`src/rtl/i2c_reg16_pkg.sv`:
```
// Shared types and constants for the 16-bit-address / 16-bit-data I2C register target.
package i2c_reg16_pkg;

    typedef enum logic [3:0] {
        StIdle,
        StDevAddr,
        StSubHi,
        StSubLo,
        StWrHi,
        StWrLo,
        StRdHi,
        StRdLo,
        StIgnore
    } i2c_state_e;

    localparam logic I2C_ACK  = 1'b0;
    localparam logic I2C_NACK = 1'b1;

    localparam logic [15:0] ADDR_STEP = 16'd2;

endpackage

```
`src/rtl/i2c_line_filter.sv`:
```
// Two-flop synchronizer plus FILTER_LEN-sample glitch filter for one I2C line, with
// registered rise/fall pulses that coincide with the new filtered level.
module i2c_line_filter #(
    parameter int unsigned FILTER_LEN = 3
) (
    input  logic clk,
    input  logic rst_n,
    input  logic line_i,
    output logic level_o,
    output logic rise_o,
    output logic fall_o
);

    localparam int unsigned CntW = (FILTER_LEN > 1) ? $clog2(FILTER_LEN) : 1;

    logic            meta_q, sync_q;
    logic            level_q, level_d;
    logic            rise_q, rise_d;
    logic            fall_q, fall_d;
    logic [CntW-1:0] cnt_q, cnt_d;

    // A new level is accepted once it has been seen on FILTER_LEN consecutive samples.
    always_comb begin
        level_d = level_q;
        cnt_d   = '0;
        if (sync_q != level_q) begin
            if (cnt_q == CntW'(FILTER_LEN - 1)) begin
                level_d = sync_q;
            end else begin
                cnt_d = cnt_q + 1'b1;
            end
        end
        rise_d = ~level_q & level_d;
        fall_d = level_q & ~level_d;
    end

    always_ff @(posedge clk or negedge rst_n) begin
        if (!rst_n) begin
            meta_q  <= 1'b1;
            sync_q  <= 1'b1;
            level_q <= 1'b1;
            cnt_q   <= '0;
            rise_q  <= 1'b0;
            fall_q  <= 1'b0;
        end else begin
            meta_q  <= line_i;
            sync_q  <= meta_q;
            level_q <= level_d;
            cnt_q   <= cnt_d;
            rise_q  <= rise_d;
            fall_q  <= fall_d;
        end
    end

    assign level_o = level_q;
    assign rise_o  = rise_q;
    assign fall_o  = fall_q;

endmodule

```
`src/rtl/i2c_reg16_slave.sv`:
```
// I2C target with big-endian 16-bit sub-address and 16-bit data, exposed as a
// synchronous register-file port with single-cycle read/write strobes.
module i2c_reg16_slave
    import i2c_reg16_pkg::*;
#(
    parameter logic [6:0]  SLAVE_ADDR = 7'h10,
    parameter int unsigned FILTER_LEN = 3
) (
    input  logic        clk,
    input  logic        rst_n,
    input  logic        i2c_scl,
    input  logic        i2c_sda_in,
    output logic        i2c_sda_oe,
    output logic [15:0] reg_addr,
    output logic [15:0] reg_wdata,
    output logic        reg_wr,
    output logic        reg_rd,
    input  logic [15:0] reg_rdata,
    output logic        busy
);

    logic scl_lvl, scl_rise, scl_fall;
    logic sda_lvl, sda_rise, sda_fall;

    i2c_line_filter #(.FILTER_LEN(FILTER_LEN)) u_scl_filter (
        .clk    (clk),
        .rst_n  (rst_n),
        .line_i (i2c_scl),
        .level_o(scl_lvl),
        .rise_o (scl_rise),
        .fall_o (scl_fall)
    );

    i2c_line_filter #(.FILTER_LEN(FILTER_LEN)) u_sda_filter (
        .clk    (clk),
        .rst_n  (rst_n),
        .line_i (i2c_sda_in),
        .level_o(sda_lvl),
        .rise_o (sda_rise),
        .fall_o (sda_fall)
    );

    i2c_state_e  state_q, state_d;
    logic [3:0]  bit_cnt_q, bit_cnt_d;
    logic        skip_q, skip_d;
    logic [7:0]  shift_q, shift_d;
    logic [7:0]  hi_q, hi_d;
    logic [15:0] tx_q, tx_d;
    logic        mack_q, mack_d;
    logic [15:0] addr_q, addr_d;
    logic [15:0] wdata_q, wdata_d;
    logic        oe_q, oe_d;
    logic        busy_q, busy_d;
    logic        wr_q, wr_d;
    logic        rd_q, rd_d;
    logic        cap_q, cap_d;

    logic        start_cond, stop_cond, active;
    logic [7:0]  byte_in;

    // An SCL edge in the same cycle turns an SDA edge into a plain data edge.
    assign start_cond = sda_fall & scl_lvl & ~scl_rise & ~scl_fall;
    assign stop_cond  = sda_rise & scl_lvl & ~scl_rise & ~scl_fall;
    assign active     = (state_q != StIdle) && (state_q != StIgnore);

    always_comb begin
        state_d   = state_q;
        bit_cnt_d = bit_cnt_q;
        skip_d    = skip_q;
        shift_d   = shift_q;
        hi_d      = hi_q;
        tx_d      = tx_q;
        mack_d    = mack_q;
        addr_d    = addr_q;
        wdata_d   = wdata_q;
        oe_d      = oe_q;
        busy_d    = busy_q;
        wr_d      = 1'b0;
        rd_d      = 1'b0;
        cap_d     = rd_q;
        byte_in   = {shift_q[6:0], sda_lvl};

        if (cap_q) begin
            tx_d = reg_rdata;
        end

        if (stop_cond) begin
            state_d = StIdle;
            oe_d    = 1'b0;
            busy_d  = 1'b0;
        end else if (start_cond) begin
            state_d   = StDevAddr;
            bit_cnt_d = '0;
            skip_d    = 1'b1;
            oe_d      = 1'b0;
        end else if (scl_rise && active) begin
            if (bit_cnt_q < 4'd8) begin
                shift_d = byte_in;
                if (bit_cnt_q == 4'd7) begin
                    case (state_q)
                        StDevAddr: begin
                            if (byte_in[7:1] == SLAVE_ADDR) begin
                                busy_d = 1'b1;
                                rd_d   = byte_in[0];
                            end
                        end
                        StSubHi: addr_d[15:8] = byte_in;
                        StSubLo: addr_d[7:0]  = byte_in;
                        StWrHi:  hi_d         = byte_in;
                        StWrLo: begin
                            wr_d    = 1'b1;
                            wdata_d = {hi_q, byte_in};
                        end
                        default: ;
                    endcase
                end
            end else begin
                mack_d = sda_lvl;
                // Fetch the next word early so it is ready before the next byte is driven.
                if (state_q == StRdLo) begin
                    addr_d = addr_q + ADDR_STEP;
                    rd_d   = (sda_lvl == I2C_ACK);
                end
            end
        end else if (scl_fall && active) begin
            if (skip_q) begin
                skip_d = 1'b0;
            end else if (bit_cnt_q == 4'd8) begin
                bit_cnt_d = '0;
                oe_d      = 1'b0;
                case (state_q)
                    StDevAddr: state_d = shift_q[0] ? StRdHi : StSubHi;
                    StSubHi:   state_d = StSubLo;
                    StSubLo:   state_d = StWrHi;
                    StWrHi:    state_d = StWrLo;
                    StWrLo: begin
                        state_d = StWrHi;
                        addr_d  = addr_q + ADDR_STEP;
                    end
                    StRdHi:  state_d = (mack_q == I2C_NACK) ? StIgnore : StRdLo;
                    StRdLo:  state_d = (mack_q == I2C_NACK) ? StIgnore : StRdHi;
                    default: ;
                endcase
                if (state_d == StRdHi || state_d == StRdLo) begin
                    oe_d = ~tx_q[15];
                    tx_d = {tx_q[14:0], 1'b0};
                end
            end else begin
                bit_cnt_d = bit_cnt_q + 4'd1;
                if (bit_cnt_q == 4'd7) begin
                    case (state_q)
                        StDevAddr: begin
                            if (shift_q[7:1] == SLAVE_ADDR) begin
                                oe_d = 1'b1;
                            end else begin
                                state_d = StIgnore;
                            end
                        end
                        StRdHi, StRdLo: oe_d = 1'b0;
                        default:        oe_d = 1'b1;
                    endcase
                end else if (state_q == StRdHi || state_q == StRdLo) begin
                    oe_d = ~tx_q[15];
                    tx_d = {tx_q[14:0], 1'b0};
                end
            end
        end
    end

    always_ff @(posedge clk or negedge rst_n) begin
        if (!rst_n) begin
            state_q   <= StIdle;
            bit_cnt_q <= '0;
            skip_q    <= 1'b0;
            shift_q   <= '0;
            hi_q      <= '0;
            tx_q      <= '0;
            mack_q    <= I2C_NACK;
            addr_q    <= '0;
            wdata_q   <= '0;
            oe_q      <= 1'b0;
            busy_q    <= 1'b0;
            wr_q      <= 1'b0;
            rd_q      <= 1'b0;
            cap_q     <= 1'b0;
        end else begin
            state_q   <= state_d;
            bit_cnt_q <= bit_cnt_d;
            skip_q    <= skip_d;
            shift_q   <= shift_d;
            hi_q      <= hi_d;
            tx_q      <= tx_d;
            mack_q    <= mack_d;
            addr_q    <= addr_d;
            wdata_q   <= wdata_d;
            oe_q      <= oe_d;
            busy_q    <= busy_d;
            wr_q      <= wr_d;
            rd_q      <= rd_d;
            cap_q     <= cap_d;
        end
    end

    assign i2c_sda_oe = oe_q;
    assign reg_addr   = addr_q;
    assign reg_wdata  = wdata_q;
    assign reg_wr     = wr_q;
    assign reg_rd     = rd_q;
    assign busy       = busy_q;

endmodule
```
`config.mk`:
```
export PLATFORM = sky130hd
export DESIGN_NAME = i2c_reg16_slave
export DESIGN_NICKNAME = d
export VERILOG_FILES = /design/src/rtl/i2c_reg16_pkg.sv /design/src/rtl/i2c_line_filter.sv /design/src/rtl/i2c_reg16_slave.sv
export SDC_FILE = /design/constraint.sdc
export NUM_CORES = 1
export LEC_CHECK = 0
export CAP_MARGIN = 15
export CELL_PAD_IN_SITES_DETAIL_PLACEMENT = 1
export CELL_PAD_IN_SITES_GLOBAL_PLACEMENT = 2
export CORE_ASPECT_RATIO = 2
export CORE_MARGIN = 5
export CORE_UTILIZATION = 32
export DETAILED_ROUTE_END_ITERATION = 10
export PLACE_DENSITY = 0.73
export SLEW_MARGIN = 20
export SYNTH_ARGS = -nofsm -noshare
export SYNTH_HDL_FRONTEND = slang
export SYNTH_SLANG_ARGS = --single-unit
```
`constraint.sdc`:
```
create_clock -name clk -period 1.8 [get_ports clk]
set_input_delay 0.36 -clock clk [delete_from_list [all_inputs] [get_ports clk]]
set_output_delay 0.36 -clock clk [all_outputs]
set_load 0.02 [all_outputs]
```
### After elaboration in Yosys (flattened, before gate mapping)

Cells that the tools add are included.

* equality and inequality tests: 30
* add/subtract/negate cells: 4
* reduce and logical (&&, ||, !) cells: 32
* order comparisons: 1
* multiplexer cells: 87
* bitwise operators: 20

Operators with widths (number)
* 16-bit two-way mux: 18
* 4-bit two-way mux: 22
* 1-bit two-way mux: 38
* 4-bit by 3-bit equality test with 1-bit output, second input constant: 7
* 4-bit one-hot mux with 6 select lines: 1
* 6-bit AND reduction: 4
* 9-bit AND reduction: 2
* 2-bit nonzero test: 9
* 16-bit by 2-bit adder with 16-bit output, second input constant: 1
* 8-bit two-way mux: 2
* 7-bit by 5-bit equality test with 1-bit output, second input constant: 2
* 4-bit AND reduction: 3
* 4-bit nonzero test: 3
* 1-bit bitwise AND: 10
* 1-bit NOT: 10
* 3-bit by 2-bit inequality test with 1-bit output, second input constant: 3
* 4-bit by 2-bit equality test with 1-bit output, second input constant: 2
* 2-bit two-way mux: 4
* 4-bit inequality test, second input constant: 2
* 2-bit by 1-bit inequality test with 1-bit output, second input constant: 3
* 3-bit by 1-bit inequality test with 1-bit output, second input constant: 2
* 6-bit inequality test, second input constant: 1
* 5-bit AND reduction: 1
* 5-bit nonzero test: 1
* 16 further kinds: 23

* logic and storage cells: 201
* flip-flop bits (word level): 93
* output and inout port bits: 36
* input port bits: 20

### Depth between registers and ports, before layout

Gate-level depths: netlist (run 1).

* depth after elaboration: 18
* mapped depth: 9
* depth with buffers taken out: 7

### By module

A second synthesis (run 1) with hierarchy kept.

* cells, all modules: 404
* area total of the unflattened synthesis: 4444.3 sq um

Modules (own cells, without submodules)
* i2c_reg16_slave: times used 1, area an instance 3956.3 sq um, cells an instance 376, seq. area each 1978.1 sq um
* i2c_line_filter: times used 2, area an instance 244.0 sq um, cells an instance 14, seq. area each 178.9 sq um

### Least setup slack after synthesis (run 1)

No wires, ideal clock.

* path kind: register -> register
* start point: register shift_q[3]
* end point: register state_q[0]
* data arrival time: 1.715 ns
* data required time: 1.675 ns
* cell stages (with the launch flop): 6
* library setup time: 0.125 ns
* path buffers: 0
* setup slack: -0.040 ns
* period minus slack after synthesis: 1.840 ns
* cells stage by stage: dfrtp_1 -> or4_1 -> o2111ai_1 -> nand3_1 -> nand2_1 -> mux2_2

* cells in the longest elaborated chain, start to end: 3

RTL lines
* from (decl): line i2c_reg16_slave.sv:46 `logic [7:0] shift_q, shift_d;`
* from (signal assigned): line i2c_reg16_slave.sv:190 `shift_q <= shift_d;`
* 7-bit by 5-bit equality test with 1-bit output: line i2c_reg16_slave.sv:153 `if (shift_q[7:1] == SLAVE_ADDR) begin`
* 4-bit inequality test (no line)
* 6-bit AND reduction (no line)
* to (signal assigned): line i2c_reg16_slave.sv:172 `state_q <= StIdle;`
* to (signal assigned): line i2c_reg16_slave.sv:187 `state_q <= state_d;`
* to (decl): line i2c_reg16_slave.sv:43 `i2c_state_e state_q, state_d;`

No other way between the ends.
A chain may end at the register's enable or synchronous reset.

### Final worst setup path (run 1)

* start point: register bit_cnt_q[0]
* end point: register hi_q[4]

* cells in the longest elaborated chain, start to end: 2
* elaborated cells on any way between the ends: 3
* those cells by class: 1 x order compare; 1 x eq/ne; 1 x reduce/logical

RTL lines
* from (decl): line i2c_reg16_slave.sv:44 `logic [3:0] bit_cnt_q, bit_cnt_d;`
* from (signal assigned): line i2c_reg16_slave.sv:188 `bit_cnt_q <= bit_cnt_d;`
* 4-bit < comparator / 4-bit by 3-bit equality test with 1-bit output (equally long branches): line i2c_reg16_slave.sv:97, i2c_reg16_slave.sv:99
* 6-bit AND reduction (no line) (*)
* to (signal assigned): line i2c_reg16_slave.sv:191 `hi_q <= hi_d;`
* to (decl): line i2c_reg16_slave.sv:47 `logic [7:0] hi_q, hi_d;`

Every way passes the cells marked *; elsewhere a longest branch is shown, timed or not.

==> results of run 1 <==
==> path summary, 6_finish.rpt <==
check | start | endpoint | slack, ns | cells after the start
worst max-delay path | bit_cnt_q[0]$_DFFE_PN0P_ | hi_q[4]$_DFFE_PN0P_ | -0.07 | 6
worst min-delay path | rst_n | reg_wdata[11]$_DFFE_PN0P_ | 0.03 | 2
worst max register to register | bit_cnt_q[0]$_DFFE_PN0P_ | hi_q[4]$_DFFE_PN0P_ | -0.07 | 6
worst min register to register | u_sda_filter.meta_q$_DFF_PN1_ | u_sda_filter.sync_q$_DFF_PN1_ | 0.36 | 0
max in group asynchronous | rst_n | u_sda_filter.level_o$_DFF_PN1_ | 1.33 | 2
min in group clk | u_sda_filter.meta_q$_DFF_PN1_ | u_sda_filter.sync_q$_DFF_PN1_ | 0.36 | 0
==> power breakdown <==
group / internal [mW] / leakage [nW] / switching [mW]
clock: 0.973 / 0.142 / 0.899
combinational: 0.319 / 1.69 / 0.296
sequential: 2.20 / 1.18 / 0.100
==> registers in the layout (all words and copies together), names as in the netlist, 2 cells and up <==
register	cells
reg_addr	16
reg_wdata	16
tx_q	16
hi_q	8
shift_q	8
bit_cnt_q	4
state_q	4
u_scl_filter.cnt_q	2
u_sda_filter.cnt_q	2
==> metrics by stage <==
step / hold slack, ns / util / TNS [ns] / area [sq um]
floorplan: 0.06441 / - / 0 / 4481
global placement: 0.3466 / 0.4134 / -1.494 / 5710
detailed placement: 0.3484 / 0.4134 / -2.682 / 5710
CTS: 0.08426 / 0.4670 / -1.199 / 6451
global route: 0.08319 / 0.5094 / -4.061 / 7037
finish: 0.03033 / 0.5094 / -1.274 / 7037
==> final cells by class <==
cell class / count / area (sq um)
well taps: 189 / 236.5
inverters: 12 / 45.04
clock buffers: 9 / 225.2
fillers: 1451 / 6778
clock inverters: 7 / 67.56
multi-input cells: 296 / 2541
flip-flops and latches: 93 / 2344
repair buffers: 164 / 1578
==> layer usage <==
layer	part of all wire	global-route usage
met1	0.34	0.1725
met2	0.59	0.3645
met3	0.025	0.02511
met4	0.042	0.07535
met5	0	0
==> synth_stat cells (2+ instances only) <==
cell type / count
dfrtp_1: 86
nand2_1: 45
a21oi_1: 37
o21ai_0: 30
nor2_1: 28
mux2_2: 18
mux2i_1: 16
nand3_1: 13
inv_1: 11
nand2b_1: 9
clkbuf_1: 8
o22ai_1: 8
buf_2: 7
dfstp_2: 7
mux2_4: 7
a211oi_1: 6
nand4_1: 5
a22o_1: 4
mux2_1: 4
nand3b_1: 4
o211ai_1: 4
and2_1: 3
and4_1: 3
buf_4: 3
ha_1: 3
nor2b_1: 3
o2bb2ai_1: 3
a21o_1: 2
a31o_2: 2
and3_1: 2
and3b_1: 2
buf_6: 2
o32ai_1: 2
or3_1: 2
or4_1: 2
==> cell families (layout without fill, tap and decap cells) <==
family                   after synthesis  count (layout)  synth area share
AND/OR/NAND/NOR                      135             135            0.1601
AO/OA/AOI/OAI                        113             113            0.1595
flip-flops                            93              93            0.5225
multiplexers                          45              45            0.1147
buffers and inverters                 32             192           0.03470
adder cells (fa/ha/maj)                3               3          0.008397
==> timing repair <==
item	in CTS	in global routing
setup endpoints to repair	61	69
gates resized for setup	64	126
setup buffers	21	17
pin swaps	12	28
hold buffers	0	0
cloned	2	3
==> results.toml, run 1 <==
[sta]
drv_slew = 0
timing.final.hold_violations = 0
setup_viol = 42
tightest_slew_ns = 0.5222
rsz0062_at_grt = "yes"
fin_ws_ns = -0.06927
fmax_mhz = 535.0
period_share = 1.038
max-slew-margin-rel = 0.6519
finalCriticalPeriod_ns = 1.869
fin_skew_ns = 0.008582

[placement]
gp_congestion = 0.8933
dp_slack_ns = -0.1711
dp_hpwl_um = 10300
place_inst = 714
io_buffers = 55

[floorplanning]
dieWidth_um = 93.58
start_util = 0.3236
die_area_sq_um = 16580
coreArea_sq_um = 13810
io_pins = 56
rows = 61
chipHeight_um = 177.2

[cts]
path_clk_slew_ns = 0.07
cts_sinks = 93
clock_path_buffers = 2
cts_tree = "yes"
clk_latency_ns = 0.35
root_buffer = "clkbuf_16"
cts_buffers = 9
cts.htree.levels = 3

[finish]
final_layout_size_suffix_gt1_frac = 0.4561
final_common_cell = "dfrtp_1"
most-common-layout-cells = "80 x dfrtp_1, 77 x buf_4, 45 x clkdlybuf4s50_1, 38 x nand2_1, 25 x a21oi_2"
diodes = 0
area_growth_pct = 57.40
nets = 599
layoutNonFillerInstCount = 770

[critical_path]
critPathCaptureType = "register"
crit_family = "simple AND/OR/NAND/NOR gates"
critical_path_buf_inv_count = 2
path_class = "register to register"
path_cells = "buf_6, ha_4, nand2_2, or4_4, buf_8, mux2_4"
startpoint_type = "register"
crit_fanout = 8
crit_path_max_incr_delay_ns = 0.54
slowest_stage = "or4_4"
arrival_ns = 2.11
required_ns = 2.04

[drt]
post_drt_wl_per_cell_um = 19.82
first_pass_iters = 4
drc = 0
drt_iter0_drc = 176
avgViaCountPerCell = 5.210
wl_um = 15260
postRouteAntennaNets = 0
vias = 4012

[power_and_ir_drop]
peakVddDrop_mv = 0.5349
leakagePower_nw = 3.018
p_per_area_nw_per_um2 = 680.6
finalPower_mw = 4.790

[synthesis]
synth_nets = 444
yosysUniqueCellTypes = 65
synth.area.top_cells = "dfrtp_1 48%, mux2_2 4.5%, a21oi_1 4.1%"
synth_top_area_share = 0.4814
synthFlopType = "dfrtp_1"
synth_edf_count = 0
syn_avg_cell_area_sq_um = 10.62
ys_seq_elements = 93
synth_seq_area_share = 0.5225
async_reset_ff_frac = 1.000
syn_area_sq_um = 4471
postSynthCellCount = 421
synth_top_area_cell = "dfrtp_1"
yosys_warnings = 0

[worst_hold_path]
hp-class = "input pin to async pin"

[global_routing]
grt_pass1_wl_um = 22830
overflow = 0
grt_pass1_vias = 4368
grt_max_degree = 94
track_usage = 0.1797
antenna_found_initial = 0

[run_status]
status = "finished, violations left"
failed_checks = "negative setup slack"

[run]
cap_violations = 0
(Power assumes the default switching activity.)
==> run 2: changes to the inputs <==
Settings changed: CAP_MARGIN 15 to not set.
==> results of run 2 <==
The final DEF is identical to that of run 1; final timing and power are the same.
